File: config.mk
export PLATFORM = sky130hd
export DESIGN_NAME = sevenseg_scanner
export DESIGN_NICKNAME = d
export VERILOG_FILES = /design/src/rtl/sevenseg_scanner.sv
export SDC_FILE = /design/constraint.sdc
export NUM_CORES = 1
export LEC_CHECK = 0
export CAP_MARGIN = 20
export CORE_ASPECT_RATIO = 0.7
export CORE_MARGIN = 2
export CORE_UTILIZATION = 30
export DETAILED_ROUTE_END_ITERATION = 12
export PLACE_DENSITY = 0.6
export SLEW_MARGIN = 20
export SYNTH_ARGS = -nofsm -noshare
export SYNTH_HDL_FRONTEND = slang
export SYNTH_SLANG_ARGS = --single-unit
File: constraint.sdc
create_clock -name sysclk -period 3 [get_ports sysclk]
set_input_delay 0.45 -clock sysclk [delete_from_list [all_inputs] [get_ports sysclk]]
set_output_delay 0.45 -clock sysclk [all_outputs]
set_load 0.01 [all_outputs]
File: src/rtl/sevenseg_scanner.sv
// -----------------------------------------------------------------------------
// sevenseg_scanner
//
// Time-multiplexed driver for the Nexys4 eight-digit seven-segment display.
// Each of the eight digits owns one slot of REFRESH_CYCLES sysclk cycles. The
// first BLANK_CYCLES cycles of every slot keep all anodes off so the previous
// digit's segment pattern cannot ghost onto the next anode.
//
// The digit codes, decimal points and enables coming from the PicoBlaze
// register interface are captured into shadow registers once per frame, on
// the last cycle of slot 7. A frame is therefore always drawn from one
// consistent snapshot, however the processor writes its registers.
//
// Parameters
//   REFRESH_CYCLES  sysclk cycles per digit slot (>= 2)
//   BLANK_CYCLES    dark cycles at the start of each slot (< REFRESH_CYCLES)
//
// Ports
//   sysclk      in   system clock, rising edge active
//   sysreset    in   asynchronous reset, active-low
//   dig0..dig7  in   8-bit digit codes, dig0 is the rightmost digit
//   dp_lo       in   decimal points for digits 3:0, active-high
//   dp_hi       in   decimal points for digits 7:4, active-high
//   digit_en    in   per-digit enable, 0 keeps that anode off
//   an          out  anodes, active-low, an[i] selects digit i
//   seg         out  segments, active-low, seg[0]=a .. seg[6]=g
//   dp          out  decimal point, active-low
//   frame_tick  out  high during the cycle whose closing edge reloads shadows
//
// Digit codes 0x00-0x0F show the hex glyph, 0x11 shows a dash and every
// other code (0x10 in particular) shows a blank digit.
// -----------------------------------------------------------------------------
module sevenseg_scanner #(
  parameter int REFRESH_CYCLES = 50000,
  parameter int BLANK_CYCLES   = 8
) (
  input  logic       sysclk,
  input  logic       sysreset,
  input  logic [7:0] dig0,
  input  logic [7:0] dig1,
  input  logic [7:0] dig2,
  input  logic [7:0] dig3,
  input  logic [7:0] dig4,
  input  logic [7:0] dig5,
  input  logic [7:0] dig6,
  input  logic [7:0] dig7,
  input  logic [3:0] dp_lo,
  input  logic [3:0] dp_hi,
  input  logic [7:0] digit_en,
  output logic [7:0] an,
  output logic [6:0] seg,
  output logic       dp,
  output logic       frame_tick
);

  // ---------------------------------------------------------------------------
  // Constants
  // ---------------------------------------------------------------------------
  // Smallest counter width that can hold REFRESH_CYCLES-1.
  localparam int CNT_W = (REFRESH_CYCLES > 1) ? $clog2(REFRESH_CYCLES) : 1;

  localparam logic [CNT_W-1:0] CNT_LAST  = CNT_W'(REFRESH_CYCLES - 1);
  localparam logic [CNT_W-1:0] CNT_BLANK = CNT_W'(BLANK_CYCLES);
  localparam logic [2:0]       IDX_LAST  = 3'd7;

  // Code loaded into every shadow digit at reset; decodes to a blank glyph.
  localparam logic [7:0] CODE_BLANK = 8'h10;

  // Dark output values (everything active-low).
  localparam logic [7:0] AN_OFF  = 8'hFF;
  localparam logic [6:0] SEG_OFF = 7'h7F;

  // ---------------------------------------------------------------------------
  // Glyph decode: returns active-low {g,f,e,d,c,b,a}.
  // ---------------------------------------------------------------------------
  function automatic logic [6:0] glyph(input logic [7:0] code);
    logic [6:0] g;
    g = SEG_OFF;
    case (code)
      8'h00: g = 7'h40;
      8'h01: g = 7'h79;
      8'h02: g = 7'h24;
      8'h03: g = 7'h30;
      8'h04: g = 7'h19;
      8'h05: g = 7'h12;
      8'h06: g = 7'h02;
      8'h07: g = 7'h78;
      8'h08: g = 7'h00;
      8'h09: g = 7'h10;
      8'h0A: g = 7'h08;
      8'h0B: g = 7'h03;
      8'h0C: g = 7'h46;
      8'h0D: g = 7'h21;
      8'h0E: g = 7'h06;
      8'h0F: g = 7'h0E;
      8'h11: g = 7'h3F;  // dash
      default: g = SEG_OFF;
    endcase
    return g;
  endfunction

  // ---------------------------------------------------------------------------
  // Gather the digit inputs into an array so they can be loaded in a loop.
  // ---------------------------------------------------------------------------
  logic [7:0] dig_in [8];

  assign dig_in[0] = dig0;
  assign dig_in[1] = dig1;
  assign dig_in[2] = dig2;
  assign dig_in[3] = dig3;
  assign dig_in[4] = dig4;
  assign dig_in[5] = dig5;
  assign dig_in[6] = dig6;
  assign dig_in[7] = dig7;

  // ---------------------------------------------------------------------------
  // Slot counter and digit index
  // ---------------------------------------------------------------------------
  logic [CNT_W-1:0] cnt;
  logic [2:0]       idx;
  logic             slot_end;
  logic             frame_end;

  assign slot_end  = (cnt == CNT_LAST);
  assign frame_end = slot_end && (idx == IDX_LAST);

  // NOTE: sequential state is written with non-blocking assignments so every
  // register samples the pre-edge values of the others, regardless of the
  // order the statements appear in.
  always_ff @(posedge sysclk or negedge sysreset) begin
    if (!sysreset) begin
      cnt <= '0;
      idx <= '0;
    end else if (slot_end) begin
      cnt <= '0;
      idx <= idx + 3'd1;  // wraps 7 -> 0 by width
    end else begin
      cnt <= cnt + CNT_W'(1);
    end
  end

  // The reload edge is the one that closes the last cycle of slot 7; the tick
  // is a decode of the counter registers, so it is high for exactly that
  // cycle and low while reset holds cnt at zero.
  assign frame_tick = frame_end;

  // ---------------------------------------------------------------------------
  // Shadow registers, reloaded once per frame
  // ---------------------------------------------------------------------------
  logic [7:0] sh_dig [8];
  logic [7:0] sh_dp;
  logic [7:0] sh_en;

  // NOTE: the shadow digit array is reset explicitly because a mid-frame reset
  // must drop the old snapshot; this is only eight registers, not a RAM, so
  // resetting every entry is cheap and keeps it out of block memory inference.
  always_ff @(posedge sysclk or negedge sysreset) begin
    if (!sysreset) begin
      for (int i = 0; i < 8; i++) begin
        sh_dig[i] <= CODE_BLANK;
      end
      sh_dp <= '0;
      sh_en <= '0;
    end else if (frame_end) begin
      for (int i = 0; i < 8; i++) begin
        sh_dig[i] <= dig_in[i];
      end
      sh_dp <= {dp_hi, dp_lo};
      sh_en <= digit_en;
    end
  end

  // ---------------------------------------------------------------------------
  // Output selection for the current cycle, registered below
  // ---------------------------------------------------------------------------
  logic       in_blank;
  logic       lit;
  logic [7:0] an_next;
  logic [6:0] seg_next;
  logic       dp_next;

  // NOTE: every signal written in this block gets a default first, so no path
  // leaves one unassigned and no latch is inferred.
  always_comb begin
    in_blank = 1'b0;
    lit      = 1'b0;
    an_next  = AN_OFF;
    seg_next = SEG_OFF;
    dp_next  = 1'b1;

    // With BLANK_CYCLES = 0 the window is empty and anodes switch directly.
    if (BLANK_CYCLES != 0) begin
      in_blank = (cnt < CNT_BLANK);
    end

    lit = !in_blank && sh_en[idx];

    // Only one anode can be low: it is a single bit shifted by idx.
    if (lit) begin
      an_next  = ~(8'b1 << idx);
      seg_next = glyph(sh_dig[idx]);
      dp_next  = ~sh_dp[idx];
    end
  end

  // Registered outputs: one cycle behind cnt/idx, dark during reset.
  always_ff @(posedge sysclk or negedge sysreset) begin
    if (!sysreset) begin
      an  <= AN_OFF;
      seg <= SEG_OFF;
      dp  <= 1'b1;
    end else begin
      an  <= an_next;
      seg <= seg_next;
      dp  <= dp_next;
    end
  end

endmodule

==> results of run 1 <==
-- cell type report --
cell class              instances  area [sq um]  share of cell area
flip-flops and latches        115          2910               0.408
repair buffers                107          1080               0.152
well taps                     231           289              0.0405
diodes                          1          2.50            0.000351
clock inverters                 6          55.1             0.00772
multi-input cells             235          2260               0.317
clock buffers                  26           499              0.0700
inverters                      10          37.5             0.00526
-- flip-flops by register name (all words and copies together), names as in the netlist --
name and count:
an 8, cnt 16, dp 1, idx 3, seg 7, sh_dig 64
sh_dp 8, sh_en 8
-- per-layer routing --
layer,vias up,global-route usage,part of all wire
li1,1569,-,-
met1,1692,0.208,0.51
met3,9,0.0490,0.061
met5,-,0,0
met2,84,0.190,0.42
met4,0,0.0439,0.0090
-- cell usage in the layout, fill, tap and decap left out, drive strengths merged, types with 2 or more instances in the layout --
master / Yosys / final
or4: 2 / 2
nor2b: 2 / 2
buf: 12 / 10
nor3: 8 / 8
o211ai: 6 / 6
clkinv: 0 / 5
and2: 4 / 4
clkbuf: 5 / 26
xnor2: 9 / 9
ha: 13 / 13
xor2: 6 / 6
nand3: 7 / 7
mux4: 16 / 16
clkdlybuf4s50: 0 / 97
and3: 4 / 4
o21ai: 2 / 2
mux2: 84 / 84
dfstp: 24 / 24
nor4: 6 / 6
mux2i: 6 / 6
inv: 10 / 10
nor4b: 2 / 2
o311ai: 2 / 2
dfrtp: 91 / 91
nand2: 31 / 31
nor2: 15 / 15
nand4: 4 / 4
-- worst paths after layout --
kind / cells past startpoint / slack (ns) / from / endpoint
hold / removal: 1 / 0.09 / sysreset / sh_dp[3]$_DFFE_PN0P_
max in group asynchronous: 2 / 2.08 / sysreset / sh_dig[20]$_DFFE_PN1P_
hold reg to reg: 1 / 0.49 / cnt[0]$_DFF_PN0_ / cnt[0]$_DFF_PN0_
setup reg to reg: 6 / 0.58 / cnt[11]$_DFF_PN0_ / sh_en[7]$_DFFE_PN0P_
setup / recovery: 5 / 0.20 / cnt[11]$_DFF_PN0_ / frame_tick
min in group sysclk: 1 / 0.49 / cnt[0]$_DFF_PN0_ / cnt[0]$_DFF_PN0_
-- where the power goes --
group | internal (mW) | switching, mW | leakage [nW]
clock network | 1.22 | 0.678 | 0.278
registers | 1.62 | 0.0312 | 1.34
logic | 0.173 | 0.0984 | 1.36
-- cell families (layout without fill, tap and decap cells) --
family | count (synthesis) | in the layout
flops | 115 | 115
mux | 106 | 106
simple gates | 88 | 88
buf+inv | 27 | 149
xor+xnor | 15 | 15
fa+ha+maj | 13 | 13
compound gates | 13 | 13
other cells | 0 | 1
-- through the flow --
| stage | cell area (sq um) | setup slack [ns] | power [mW] |
|---|---|---|---|
| detailed placement | 6580 | 0.613 | 1.95 |
| CTS | 7130 | 0.187 | 3.86 |
| floorplan | 5340 | 0.722 | 1.76 |
| global route | 7130 | 0.0840 | 3.96 |
| global placement | 6580 | 0.688 | 1.94 |
| finish | 7140 | 0.198 | 3.82 |
-- synthesized netlist by cell type, types with 5 or more instances --
library cell  instances
dfrtp_1              91
mux2_2               70
nand2_1              30
dfstp_2              24
mux4_2               16
nor2_1               15
ha_1                 13
inv_1                10
mux2_4               10
buf_6                 9
xnor2_1               9
nor3_1                8
nand3_1               7
mux2i_1               6
o211ai_1              6
xor2_1                6
clkbuf_1              5
==> summary.md, run 1 <==
| Metric | Value |
|---|---|
| Synth Area in Adders | 0.0304 |
| Max IR drop VDD | 0.411 mV |
| Hold slack | about 0.094 ns |
| Initial Util | 0.309 |
| Die span in x | 164 um |
| CP max stage cell | clkdlybuf4s50_1 |
| Vias | 3354 |
| Final hold violation count | 0 |
| Number of synthesized register bits | 115 |
| Initial antenna violation count | 1 |
| Cell variety after synth | 39 |
| Skew final | 0.0102 ns |
| Crit end category | output port |
| Routed Antenna Nets | 0 |
| DR pass1 iterations | 4 |
| Vias in the first global route | 3663 |
| Post-synthesis compound-gate area fraction | 0.0178 |
| Setup TNS | 0 ns |
| Core area | roughly 17000 sq um |
| 1st-iter DRT viols | between 100 and 150 |
| Reg clk slew, reported paths | 0.06 ns |
| Die Y | 116 um |
| Total gr overflow | 0 |
| Setup bufs post-CTS | 0 |
| Combinational family with the most area after synthesis | multiplexers |
| Post-synthesis xor/xnor area fraction | 0.0246 |
| Sequential area share after synthesis | 0.544 |
| Post-Synth Simple-Gate Area | 0.0876 |
| Slew Limit Fails | 0 |
| Fraction of synthesized area in multiplexers | 0.263 |
| CP max stage delay | 0.53 ns |
| FFs w/ async S/R, synth | 1.00 |
| RSZ-0062 raised after global routing | no |
| H-tree depth | 4 |
| Layout cells sized above 1 | 0.323 |
| Final min period | 2.80 ns |
| I/O Pins | 99 |
| Yosys top cell area share | 0.426 |
| Worst path cell trace | nor4_2, nand2_1, nor4_1, and2_1, clkdlybuf4s50_1 |
| Final core area utilization | 0.412 |
| Port bufs | 98 |
| CTS tree | built |
| Root Buffer | clkbuf_16 |
| Fmax | 0.357 GHz |
| Startpoint class of the critical path | flop |
| Warnings from Yosys | 0 |
| Area of the die | 18900 sq um |
| Yosys top cell by area | dfrtp_1 |
| Dpl hpwl | 9010 um |
| Maximum number of pins on one net before global-route repair | 60 |
| Syn Inst Count | 377 |
| Worst EP arrival | 2.35 ns |
| Via density | 4.59 |
| Cell row count | 40 |
| GPL Wtd Cong | 0.796 |
| Post-CTS Resized | 0 |
| Avg WL per Cell | 16.6 um |
| Crit Path Max Fanout | 5 |
| Worst slew pin tran | 0.762 ns |
| Mapped cell area | 5340 sq um |
| Number of synthesized flops with an enable pin | 0 |
| Cts hold-fix bufs | 0 |
| P per Cell Area | 535 nW/um^2 |
| Data required time of the worst path | 2.55 ns |
| Rel. slew slack | 0.492 |
| Mapped Nets | 472 |
| Max Cap Violations | 0 |
| Worst Path Buf+Inv | 1 |
| Non-Filler Instances | 731 |
| # DRC | 0 |
| Worst skew pair latency | 0.41 ns |
| Synth Flop Type | dfrtp_1 |
| Worst min-delay path category | in2async |
| Clk sink count | ~120 |
| Final Net Count | 581 |
| Final period util | 0.934 |
| Clock Path Buffers | 2 |
| CP Class | reg2out |
| Gr usage total | 0.140 |
| Total placed cells including tap cells | 698 |
| DRT Wirelength | 12200 um |
| CTS buffer count | 17 |
| Family with the most delay on the worst path | simple AND/OR/NAND/NOR gates |
| Layout fillers | 1640 |
| Setup violations, final | 0 |
| Static Leak | 2.98 nW |
| First-pass GRT wire length | 19800 um |
| Area grow syn2layout | 33.5% |
| Main area contributors after synthesis | dfrtp_1 (43%), mux2_2 (15%), dfstp_2 (12%), mux4_2 (6.7%), ha_1 (3.0%) |
| Outcome | complete, no violations |
| Avg Cell Area, Syn | 14.2 sq um |
(Power assumes the default switching activity.)
==> run 2: changes to the inputs <==
SETUP_SLACK_MARGIN = 0.2   (was not set)
==> run 2 against run 1 <==
Total power is essentially flat. Clock power is essentially flat. Combinational power is essentially flat. Critical path type unchanged. Global-route usage is essentially flat. Count of clock-buffer cells in the layout is the same. Fmax grew 4.7%. Critical endpoint unchanged. Critical path depth is the same. Non-clock buffer count grew 2. First-iteration DRC count grew 11%. Final cell count grew 0.27%. Sequential share of layout area shrank 0.15 points. Via count shrank 0.15%.
==> summary.md, run 2 (synthesized netlist as in run 1, its figures left out) <==
| Metric | Value |
|---|---|
| Worst slew pin tran | 0.770 ns (+0.00789 ns) |
| Final hold violation count | 0 (unchanged) |
| Worst EP arrival | 2.23 ns (-0.12 ns) |
| Core area | 17300 sq um (unchanged) |
| Max IR drop VDD | 0.411 mV (about the same) |
| Area of the die | 18900 sq um (unchanged) |
| Max Cap Violations | 0 (unchanged) |
| Biggest regs | sh_dig: 64 flops, cnt: 16 flops |
| Dpl hpwl | 9010 um (unchanged) |
| Outcome | complete, no violations |
| Largest Register | sh_dig |
| 1st-iter DRT viols | 158 (+11%) |
| Static Leak | 2.98 nW (+0.27%) |
| Final min period | 2.68 ns (-0.126 ns) |
| Most frequent cells in the layout | clkdlybuf4s50_1 (97), dfrtp_1 (90), mux2_2 (70), nand2_1 (30), dfstp_2 (24) |
| Initial antenna violation count | 1 (unchanged) |
| Worst min-delay path category | in2async |
| Startpoint class of the critical path | flop |
| Design area | 7170 sq um (+0.42%) |
| Worst skew pair latency | 0.41 ns (about the same) |
| Area grow syn2layout | 34.1% |
| Port bufs | 98 (unchanged) |
| Die span in x | 164 um (unchanged) |
| Cts hold-fix bufs | 0 (unchanged) |
| Reg clk slew, reported paths | 0.05 ns (about the same) |
| Final Net Count | 583 (+0.34%) |
| I/O Pins | 99 (unchanged) |
| Vias in the first global route | 3674 (+0.30%) |
| Skew final | 0.0110 ns (+0.000779 ns) |
| Slew Limit Fails | 0 (unchanged) |
| GPL Wtd Cong | 0.796 (unchanged) |
| Via density | 4.57 (-0.42%) |
| Total placed cells including tap cells | 698 (unchanged) |
| DR pass1 iterations | 4 (unchanged) |
| Layout fillers | 1637 (-0.18%) |
| Gr usage total | 0.140 (+0.000234) |
| Commonest non-fill, non-tap cell in the layout | clkdlybuf4s50_1 |
| CTS tree | built |
| Die Y | 116 um (unchanged) |
| Maximum number of pins on one net before global-route repair | 60 (unchanged) |
| Setup violations, final | 0 (unchanged) |
| CP max stage cell | clkdlybuf4s50_1 |
| Final period util | 0.892 (-0.0419) |
| Area after DPL | 6580 sq um (unchanged) |
| Final WS setup | 0.324 ns (+0.126 ns) |
| Vias | 3349 (-0.15%) |
| Cell row count | 40 (unchanged) |
| Clock Path Buffers | 2 (unchanged) |
| Non-Filler Instances | 733 (+0.27%) |
| CP max stage delay | 0.54 ns (about the same) |
| Setup TNS | 0 ns (unchanged) |
| Root Buffer | clkbuf_16 |
| Initial Util | 0.309 (unchanged) |
| CP Class | reg2out |
| DRT Wirelength | 12200 um (+0.37%) |
| Crit Path Max Fanout | 5 (unchanged) |
| Max reg flops | 64 (unchanged) |
| Data required time of the worst path | 2.55 ns (about the same) |
| Family with the most delay on the worst path | simple AND/OR/NAND/NOR gates |
| # DRC | 0 (unchanged) |
| Total gr overflow | 0 (unchanged) |
| Worst path cell trace | nor4_4, nand2_1, nor4_1, and2_1, clkdlybuf4s50_1 |
| Crit end category | output port |
| Routed Antenna Nets | 0 (unchanged) |
| Clk sink count | 115 (unchanged) |
| P per Cell Area | 533 nW/um^2 (-0.45%) |
| Worst Path Buf+Inv | 1 (unchanged) |
| Rel. slew slack | 0.486 (-0.00526) |
| H-tree depth | 4 (unchanged) |
| Avg WL per Cell | 16.7 um (about the same) |
| First-pass GRT wire length | 19900 um (+0.21%) |
| Pre-CTS WS | 0.613 ns (unchanged) |
| Fmax | 0.374 GHz (+4.7%) |
| Layout cells sized above 1 | 0.329 (+0.00670) |
| CTS buffer count | 17 (unchanged) |
| RSZ-0062 raised after global routing | no |
## run 2: final timing paths
| path | depth (start not counted) | endpoint | from | slack (ns) |
|---|---|---|---|---|
| max | 5 | frame_tick | cnt[11]$_DFF_PN0_ | 0.32 |
| min | 1 | sh_dp[3]$_DFFE_PN0P_ | sysreset | 0.1 |
| max reg2reg | 7 | sh_en[7]$_DFFE_PN0P_ | cnt[11]$_DFF_PN0_ | 0.58 |
| min reg2reg | 1 | cnt[0]$_DFF_PN0_ | cnt[0]$_DFF_PN0_ | 0.48 |
| max in group asynchronous | 2 | sh_dig[20]$_DFFE_PN1P_ | sysreset | 2.08 |
| min in group sysclk | 1 | cnt[0]$_DFF_PN0_ | cnt[0]$_DFF_PN0_ | 0.48 |
## run 2: timing repair
action / 4_1_cts / 5_1_grt
buffers inserted: 2 / 0
pin swaps: 2 / 1
gates resized for setup: 0 / 3
endpoints found under the setup margin: 1 / 1
## run 2: through the flow
| step | hold WS, ns | utilization | total power, mW |
|---|---|---|---|
| CTS | 0.133 | 0.413 | 3.86 |
| detailed placement | 0.486 | 0.380 | 1.95 |
| global route | 0.157 | 0.414 | 3.96 |
| floorplan | 0.154 | - | 1.76 |
| global placement | 0.470 | 0.380 | 1.94 |
| finish | 0.0988 | 0.414 | 3.82 |
## run 2: routing by layer
| layer | part of all wire | GRT usage | vias to the layer above |
|---|---|---|---|
| li1 | - | - | 1572 |
| met1 | 0.51 | 0.208 | 1690 |
| met2 | 0.42 | 0.191 | 80 |
| met3 | 0.058 | 0.0490 | 7 |
| met4 | 0.0096 | 0.0439 | 0 |
| met5 | 0 | 0 | - |
## run 2: final cells by class
class                           instances  area [sq um]  share of cell area
Antenna cell                            1          2.50            0.000349
Timing Repair Buffer                  109          1100               0.153
Sequential cell                       115          2910               0.406
Tap cell                              231           289              0.0403
Inverter                               10          37.5             0.00524
Clock inverter                          6          55.1             0.00768
Clock buffer                           26           499              0.0697
Multi-Input combinational cell        235          2270               0.317
## run 2: where the power goes
part           leakage, nW  switching [mW]  internal [mW]  total [mW]
registers             1.34          0.0311           1.62        1.65
clock network        0.278           0.677           1.22        1.90
logic                 1.37          0.0987          0.173       0.271
total                 2.98           0.807           3.01        3.82
## run 2: worst reg2reg max path, stage by stage (launching register included)
cell and delay (ns):
dfrtp_2 0.45, nor4_4 0.29, nand2_1 0.11, buf_4 0.16, nor4_4 0.36, nand2_4 0.30, buf_12 0.29, mux2_1 0.35
